[src/rtl/display_scanner.sv]
// HUB75 panel scanner: reads the frame buffer row by row, shifts one bit plane
// per pass, then latches it and lights it for base << plane clocks (binary-coded
// modulation).
//
// Fixed SHIFT entry pipeline latency: every SHIFT lasts 2*columns + 2 clk.
// The first two cycles fetch column 0 and load r/g/b ahead of the first pclk
// edge. A frame therefore runs
//   rows*depth*(2*columns + 2 + base) + base*rows*(2^depth - 1 - depth)
//   + 2*rows*depth clk
// when enable stays high.
//
// The frame end is decided on the last DISPLAY clock of the last plane of the
// last row. The edge that closes that clock raises frame_done and, if a flip is
// pending, toggles flip. A flip_req sampled on that same edge still counts.
//
//   state   | meaning
//   IDLE    | outputs quiet, waiting for enable
//   SHIFT   | stream one plane of the current row out on r/g/b with pclk
//   BLANK   | one clk gap after the last pclk edge, panel still dark
//   LATCH   | lat pulse, addr moves to the row just shifted
//   DISPLAY | oe_n low for base << plane clk

module display_scanner #(
  parameter int rows    = 8,
  parameter int columns = 32,
  parameter int depth   = 8,
  parameter int base    = 4
) (
  input  logic                       clk_i,
  input  logic                       rst_i,
  input  logic                       enable_i,
  input  logic                       flip_req_i,
  output logic                       flip_o,
  output logic [$clog2(rows)-1:0]    rrow_o,
  output logic [$clog2(columns)-1:0] rcol_o,
  input  logic [23:0]                rdata_i,
  output logic                       pclk_o,
  output logic                       r_o,
  output logic                       g_o,
  output logic                       b_o,
  output logic                       lat_o,
  output logic                       oe_n_o,
  output logic [$clog2(rows)-1:0]    addr_o,
  output logic                       frame_done_o
);

  localparam int RW = $clog2(rows);
  localparam int CW = $clog2(columns);
  localparam int PW = (depth > 1) ? $clog2(depth) : 1;
  localparam int SW = $clog2(2 * columns + 2);
  localparam int DW = $clog2((base << (depth - 1)) + 1);

  typedef enum logic [2:0] {IDLE, SHIFT, BLANK, LATCH, DISPLAY} state_t;

  state_t        state_q, state_d;
  logic [RW-1:0] row_q, row_d;
  logic [PW-1:0] plane_q, plane_d;
  logic [SW-1:0] sc_q, sc_d;
  logic [DW-1:0] dcnt_q, dcnt_d;
  logic          pend_q, pend_d;
  logic          flip_q, flip_d;
  logic [CW-1:0] rcol_q, rcol_d;
  logic          pclk_q, pclk_d;
  logic          r_q, r_d, g_q, g_d, b_q, b_d;
  logic          lat_q, lat_d;
  logic          oe_n_q, oe_n_d;
  logic [RW-1:0] addr_q, addr_d;
  logic          fd_q, fd_d;

  logic [7:0] chan_r, chan_g, chan_b;
  logic       shift_done, last_plane, last_row;

  assign chan_r     = rdata_i[23:16];
  assign chan_g     = rdata_i[15:8];
  assign chan_b     = rdata_i[7:0];
  assign shift_done = (sc_q == SW'(2 * columns + 1));
  assign last_plane = (plane_q == PW'(depth - 1));
  assign last_row   = (row_q == RW'(rows - 1));

  // Next state, counters and next values of every registered output.
  always_comb begin
    state_d = state_q;
    row_d   = row_q;
    plane_d = plane_q;
    sc_d    = sc_q;
    dcnt_d  = dcnt_q;
    pend_d  = pend_q | flip_req_i;
    flip_d  = flip_q;
    rcol_d  = rcol_q;
    pclk_d  = 1'b0;
    r_d     = r_q;
    g_d     = g_q;
    b_d     = b_q;
    lat_d   = 1'b0;
    oe_n_d  = 1'b1;
    addr_d  = addr_q;
    fd_d    = 1'b0;
    case (state_q)
      IDLE: begin
        if (enable_i) begin
          state_d = SHIFT;
          sc_d    = '0;
          row_d   = '0;
          plane_d = '0;
          rcol_d  = '0;
        end
      end
      SHIFT: begin
        sc_d = sc_q + SW'(1);
        // Odd cycles capture the pixel fetched one clk earlier and move rcol on.
        if (sc_q[0] && !shift_done) begin
          r_d    = chan_r[plane_q];
          g_d    = chan_g[plane_q];
          b_d    = chan_b[plane_q];
          rcol_d = (rcol_q == CW'(columns - 1)) ? '0 : rcol_q + CW'(1);
        end
        // Data settles for one clk before pclk rises.
        pclk_d = !sc_q[0] && (sc_q != '0);
        if (shift_done) state_d = BLANK;
      end
      BLANK: begin
        state_d = LATCH;
        lat_d   = 1'b1;
        addr_d  = row_q;
      end
      LATCH: begin
        state_d = DISPLAY;
        oe_n_d  = 1'b0;
        dcnt_d  = (DW'(base) << plane_q) - DW'(1);
      end
      DISPLAY: begin
        if (dcnt_q != '0) begin
          dcnt_d = dcnt_q - DW'(1);
          oe_n_d = 1'b0;
        end else begin
          state_d = SHIFT;
          sc_d    = '0;
          if (!last_plane) begin
            plane_d = plane_q + PW'(1);
          end else begin
            plane_d = '0;
            if (!last_row) begin
              row_d = row_q + RW'(1);
            end else begin
              row_d   = '0;
              fd_d    = 1'b1;
              pend_d  = 1'b0;
              flip_d  = flip_q ^ (pend_q | flip_req_i);
              state_d = enable_i ? SHIFT : IDLE;
            end
          end
        end
      end
      default: state_d = IDLE;
    endcase
  end

  // State and output registers with synchronous reset.
  always_ff @(posedge clk_i) begin
    if (rst_i) begin
      state_q <= IDLE;
      row_q   <= '0;
      plane_q <= '0;
      sc_q    <= '0;
      dcnt_q  <= '0;
      pend_q  <= 1'b0;
      flip_q  <= 1'b0;
      rcol_q  <= '0;
      pclk_q  <= 1'b0;
      r_q     <= 1'b0;
      g_q     <= 1'b0;
      b_q     <= 1'b0;
      lat_q   <= 1'b0;
      oe_n_q  <= 1'b1;
      addr_q  <= '0;
      fd_q    <= 1'b0;
    end else begin
      state_q <= state_d;
      row_q   <= row_d;
      plane_q <= plane_d;
      sc_q    <= sc_d;
      dcnt_q  <= dcnt_d;
      pend_q  <= pend_d;
      flip_q  <= flip_d;
      rcol_q  <= rcol_d;
      pclk_q  <= pclk_d;
      r_q     <= r_d;
      g_q     <= g_d;
      b_q     <= b_d;
      lat_q   <= lat_d;
      oe_n_q  <= oe_n_d;
      addr_q  <= addr_d;
      fd_q    <= fd_d;
    end
  end

  assign flip_o       = flip_q;
  assign rrow_o       = row_q;
  assign rcol_o       = rcol_q;
  assign pclk_o       = pclk_q;
  assign r_o          = r_q;
  assign g_o          = g_q;
  assign b_o          = b_q;
  assign lat_o        = lat_q;
  assign oe_n_o       = oe_n_q;
  assign addr_o       = addr_q;
  assign frame_done_o = fd_q;

endmodule

[config.mk]
export PLATFORM = sky130hd
export DESIGN_NAME = display_scanner
export DESIGN_NICKNAME = d
export VERILOG_FILES = /design/src/rtl/display_scanner.sv
export SDC_FILE = /design/constraint.sdc
export NUM_CORES = 1
export LEC_CHECK = 0
export ABC_AREA = 1
export ABC_CLOCK_PERIOD_IN_PS = 2600
export BUFFER_PORTS_ARGS = -buffer_cell sky130_fd_sc_hd__buf_2
export CAP_MARGIN = 10
export CORE_UTILIZATION = 56
export DETAILED_ROUTE_END_ITERATION = 10
export GPL_TIMING_DRIVEN = 0
export PLACE_DENSITY = 0.8
export SYNTH_ARGS = -nofsm -noshare
export SYNTH_HDL_FRONTEND = slang
export SYNTH_SLANG_ARGS = --single-unit
export TNS_END_PERCENT = 10
[constraint.sdc]
create_clock -name clk_i -period 2.6 [get_ports clk_i]
set_clock_uncertainty 0.15 [all_clocks]
set_input_delay 0.52 -clock clk_i [delete_from_list [all_inputs] [get_ports clk_i]]
set_output_delay 0.52 -clock clk_i [all_outputs]
set_load 0.005 [all_outputs]
# [After elaboration in Yosys (flattened, before gate mapping)]
# Index checks and enable logic that the tools add are counted.
[classes] n_reduce_logical=21 n_addsub=6 n_lt_le_gt_ge=1 n_shift=1 n_eq_ne=14 bitwise=6 muxes=38
[op_table] operator="$mux 3" n=9
[op_table] operator="$pmux 7 s3" n=1
[op_table] operator="$pmux 10 s2" n=1
[op_table] operator="$mux 5" n=3
[op_table] operator="$pmux 3 s5" n=1
[op_table] operator="$mux 7" n=2
[op_table] operator="$mux 1" n=13
[op_table] operator="$ne 2x2->1 const B" n=6
[op_table] operator="$pmux 3 s2" n=2
[op_table] operator="$reduce_and 3->1" n=4
[op_table] operator="$mux 10" n=1
[op_table] operator="$pmux 5 s2" n=1
[op_table] operator="$reduce_bool 10->1" n=1
[op_table] operator="$shl 3x3->10 const A" n=1
[op_table] operator="$sub 10x1->10 const B" n=1
[op_table] operator="$sub 10x2->10 const B" n=1
[op_table] operator="$bmux 1 s3" n=3
[op_table] operator="$eq 3x3->1 const B" n=3
[op_table] operator="$reduce_and 4->1" n=2
[op_table] operator="$add 7x1->7 const B" n=1
[op_table] operator="$eq 7x7->1 const B" n=1
[op_table] operator="$reduce_bool 7->1" n=1
[op_table] operator="$add 3x1->3 const B" n=2
[op_table] operator="$eq 3x2->1 const B" n=2
[op_table] operator="other kinds (16)" n=24
[totals] output_inout_bits=19 in_bits=28 word_cells=103 register_bits=43

# [Longest topological paths before layout]
[logic_depth] ltp_word=5 ltp_mapped=13

# [Worst setup path after synthesis]
# OpenSTA, ideal clock, no wires.
[synth_timing] kind="register to register" start="reg plane_q[0]" end="reg dcnt_q[8]" setup_slack_ps=628 path_buffers=1 required_time_ps=2337 setup_time_ps=113 t_arrival_ps=1709 path_stages_with_launch=13 synth_period_minus_slack_ps=1972 path_cell_list="dfxtp_1 inv_1 clkbuf_1 ha_1 nand2_1 ha_1 inv_1 nor2_1 nand3_1 nand3_1 o211ai_1 nand3_1 nand2_1"
[synth_via] elab_chain_len=3
[synth_rtl] item="start: declaration" line_no="57" text="logic [PW-1:0] plane_q, plane_d;"
[synth_rtl] item="start signal: assignment" line_no="180" text="plane_q <= plane_d;"
[synth_rtl] item="$shl 3x3->10" line_no="129" text="dcnt_d = (DW'(base) << plane_q) - DW'(1);"
[synth_rtl] item="$sub 10x2->10" line_no="129"
[synth_rtl] item="$pmux 10 s2" line_no="98" text="case (state_q)"
[synth_rtl] item="end signal: assignment" line_no="182" text="dcnt_q <= dcnt_d;"
[synth_rtl] item="end: declaration" line_no="59" text="logic [DW-1:0] dcnt_q, dcnt_d;"
# Every way passes these cells.
# A chain may end at the register's enable or synchronous reset.

# [Worst setup path in the final report]
# Ends and elaborated chain as after synthesis.

==> key figures <==
Timing
  • TNS Setup: 0 ns
  • RSZ-0062 raised after global routing: no
  • Fin crit share: 0.903
  • FMAX: 426 MHz
  • Final hold vios: 0
  • Slew @ Worst Pin: ~0.53 ns
  • Setup violations, final: 0
  • Worst hold slack: around 0.31 ns
  • Post-layout min period: between 2 and 2.5 ns
  • Worst slew margin: 0.646
  • Final Max Tran Viols: 0

Route
  • Wire per inst: roughly 11 um
  • Vias: 2,793
  • 1st-iter DRT viols: roughly 170
  • Drt first pass iters: 4
  • Vias per inst: a little over 5
  • Routed WL: around 6200 um
  • DRC Markers: 0
  • Final ANT Viol Nets: 0

Global routing
  • Total track usage: 0.257
  • Gr ovfl total: 0
  • Vias in the first global route: 2,436
  • Pin count of the biggest net entering global routing: 14
  • Initial antenna violation count: 0
  • First-pass GRT wire length: about 11,000 um

Placement
  • Post-DP HPWL: 4580 um
  • Gpl congestion: between 0.9 and 1
  • Buffers on Ports: between 40 and 50

Power and ir drop
  • Maximum VDD drop: around 0.31 mV
  • Power Dens Cells: approximately 540 nW/um2
  • Pleak: about 1.6 nW

Layout
  • Layout cells sized above 1: 0.162
  • Fillers: between 400 and 500
  • Diodes inserted: 0
  • Nets@finish: 518
  • Multi-input logic area: between 1500 and 2000 um2
  • Area growth, synth to finish: 14.4%
  • Sequential cell area: around 860 um2

Critical path
  • Reg2Reg Depth: 12
  • FF-to-FF setup slack: between 0.2 and 0.3 ns
  • Reg2reg end: dcnt_q[8]
  • Crit end category: flip-flop
  • Startpoint types: flip-flop
  • Critical Path Fanout Max: 11
  • Arrival time of the worst setup path: between 2 and 2.5 ns
  • CP Class: flip-flop to flip-flop
  • WP data required: 2.65 ns
  • FF-to-FF Start: plane_q[0]

Yosys
  • Syn Nets: between 400 and 500
  • Netlist cell types: 33
  • Synth top area cells: dfxtp_1 (31%), nand2_1 (13%), nor2_1 (9.7%)
  • Post-synthesis register bit count: 43
  • Most common cell in the netlist: nand2_1
  • Ys async rst share: 0
  • Seq/Total Area, Yosys: 0.315
  • Number of synthesized flops with an enable pin: 0
  • Syn Std Cell Area: between 2000 and 3000 um2
  • Yosys Warn Count: 0
  • Top-area cell type share of the netlist area: 0.315
  • Mean Syn Cell Area: roughly 6.5 um2
  • Synth cell count leaders: nand2_1 (95), nor2_1 (71), inv_1 (47)
  • Yosys top cell by area: dfxtp_1
  • Ys flop type: dfxtp_1
  • Mapped Cells: 422

Die
  • Initial Util: 0.579
  • Die width: roughly 70 um
  • # IOs: 47
  • CORE AREA: ~4700 um2
  • Cell Rows: 25
  • Die ar.: 5170 um2
  • Die Ht: 71.9 um

CTS
  • Post_cts resized: 0
  • Clock-pin slew on the worst setup and hold paths: approximately 0.080 ns
  • Cts bufs inserted: 5
  • Post-CTS Setup Inserts: 0
  • Clk sink count: 43
  • Clock Latency Late Sink: 0.30 ns
  • Root Buffer: clkbuf_8
  • H-tree levels: 2
  • CTS tree: done
  • Hold-fix buffers, CTS: 0
  • CTS max path bufs: 2

Outcome
  • Status: finished clean

Worst hold path
  • Cells on Worst Hold Path: 2
  • Hold Path End: dcnt_q[0]
  • Worst hold path type: flip-flop to flip-flop
  • Hold path start: dcnt_q[0]

Run
  • Max cap viols: 0
## flip-flops by register name, summed over array words and instances (netlist names)
| register | cells |
|---|---|
| addr_o | 3 |
| b_o | 1 |
| dcnt_q | 10 |
| flip_o | 1 |
| frame_done_o | 1 |
| g_o | 1 |
| lat_o | 1 |
| oe_n_o | 1 |
| pclk_o | 1 |
| pend_q | 1 |
| plane_q | 3 |
| r_o | 1 |
| rcol_o | 5 |
| rrow_o | 3 |
| sc_q | 7 |
| state_q | 3 |
## metal layers
layer	share of wire	routed length [um]	vias up	global-route usage
li1	-	-	1459	-
met1	0.47	2930	1248	0.331
met5	0	0	-	0
met3	0.055	343	6	0.0506
met2	0.46	2830	80	0.432
met4	0.013	80	0	0.0850
## logic make-up (layout without fill, tap and decap cells)
kind of cell / count (synthesis) / in the layout / share of synthesized area
adder cells (fa/ha/maj): 16 / 16 / 0.0732
flip-flops: 43 / 43 / 0.315
AO/OA/AOI/OAI: 61 / 61 / 0.117
buffers and inverters: 63 / 116 / 0.0943
XOR/XNOR: 4 / 4 / 0.0128
AND/OR/NAND/NOR: 235 / 235 / 0.388
## final cells by class
class	count	area share
timing repair buffer	45	0.0720
multi-input combinational	316	0.516
clock buffer	6	0.0232
tap	67	0.0268
clock inverter	2	0.00400
inverter	53	0.0656
buffer	10	0.0168
sequential	43	0.275
## stage by stage
stage                     area, um2  utilization  instances  worst slack [ns]  total power (W)
after detailed placement       3040        0.644        534             0.269          0.00128
after global routing           3130        0.662        542           0.00379          0.00183
after floorplan                2730            -        422             0.628          0.00114
after CTS                      3130        0.662        542             0.259          0.00171
final                          3130        0.662        542             0.252          0.00170
after global placement         3040        0.644        534             0.357          0.00127
## layout by cell type (no fill, tap or decap), types with 2 or more instances in the layout
master    Yosys  layout
xor2_1        3       3
buf_4         2       2
ha_1         16      16
or2_2         2       2
nand3_1      46      46
nand3b_1      2       2
inv_2         3       3
nand3_2       3       3
o21ai_1       4       4
clkinv_2      1       2
nor2_1       71      71
o21ai_0      30      30
a21oi_1      21      21
clkbuf_8      0       5
dfxtp_1      43      43
buf_2         6      51
nand4_1       7       7
o211ai_1      2       2
inv_1        47      47
clkbuf_1      2       3
nand2_1      95      95
nand2_4       4       4
## critical path, cell delays in order, from the launching register on
cell      delay (ns)
dfxtp_1         0.45
inv_1           0.15
clkbuf_1        0.26
ha_1            0.28
nand2_1         0.13
ha_1            0.21
inv_1           0.05
nor2_1          0.15
nand3_1         0.13
nand3_1         0.09
o211ai_1        0.08
nand3_1         0.09
nand2_1         0.05
## power breakdown
group          total (W)  switching, W  internal [W]  leakage (nW)
clock network   0.000426      0.000238      0.000188        0.0412
registers       0.000756     0.0000468      0.000709         0.350
logic           0.000518      0.000326      0.000192          1.18
total            0.00170      0.000611       0.00109          1.58
## how the worst max path moves through the flow
stage | from | to | depth (start not counted)
after floorplan | plane_q[0] | dcnt_q[8] | 12
after global placement | plane_q[0] | dcnt_q[8] | 12
after detailed placement | plane_q[0] | dcnt_q[8] | 12
after CTS | plane_q[0] | dcnt_q[8] | 12
after global routing | plane_q[0] | dcnt_q[6] | 13
final | plane_q[0] | dcnt_q[8] | 12
Note: power is estimated with default switching activity, not from simulation.
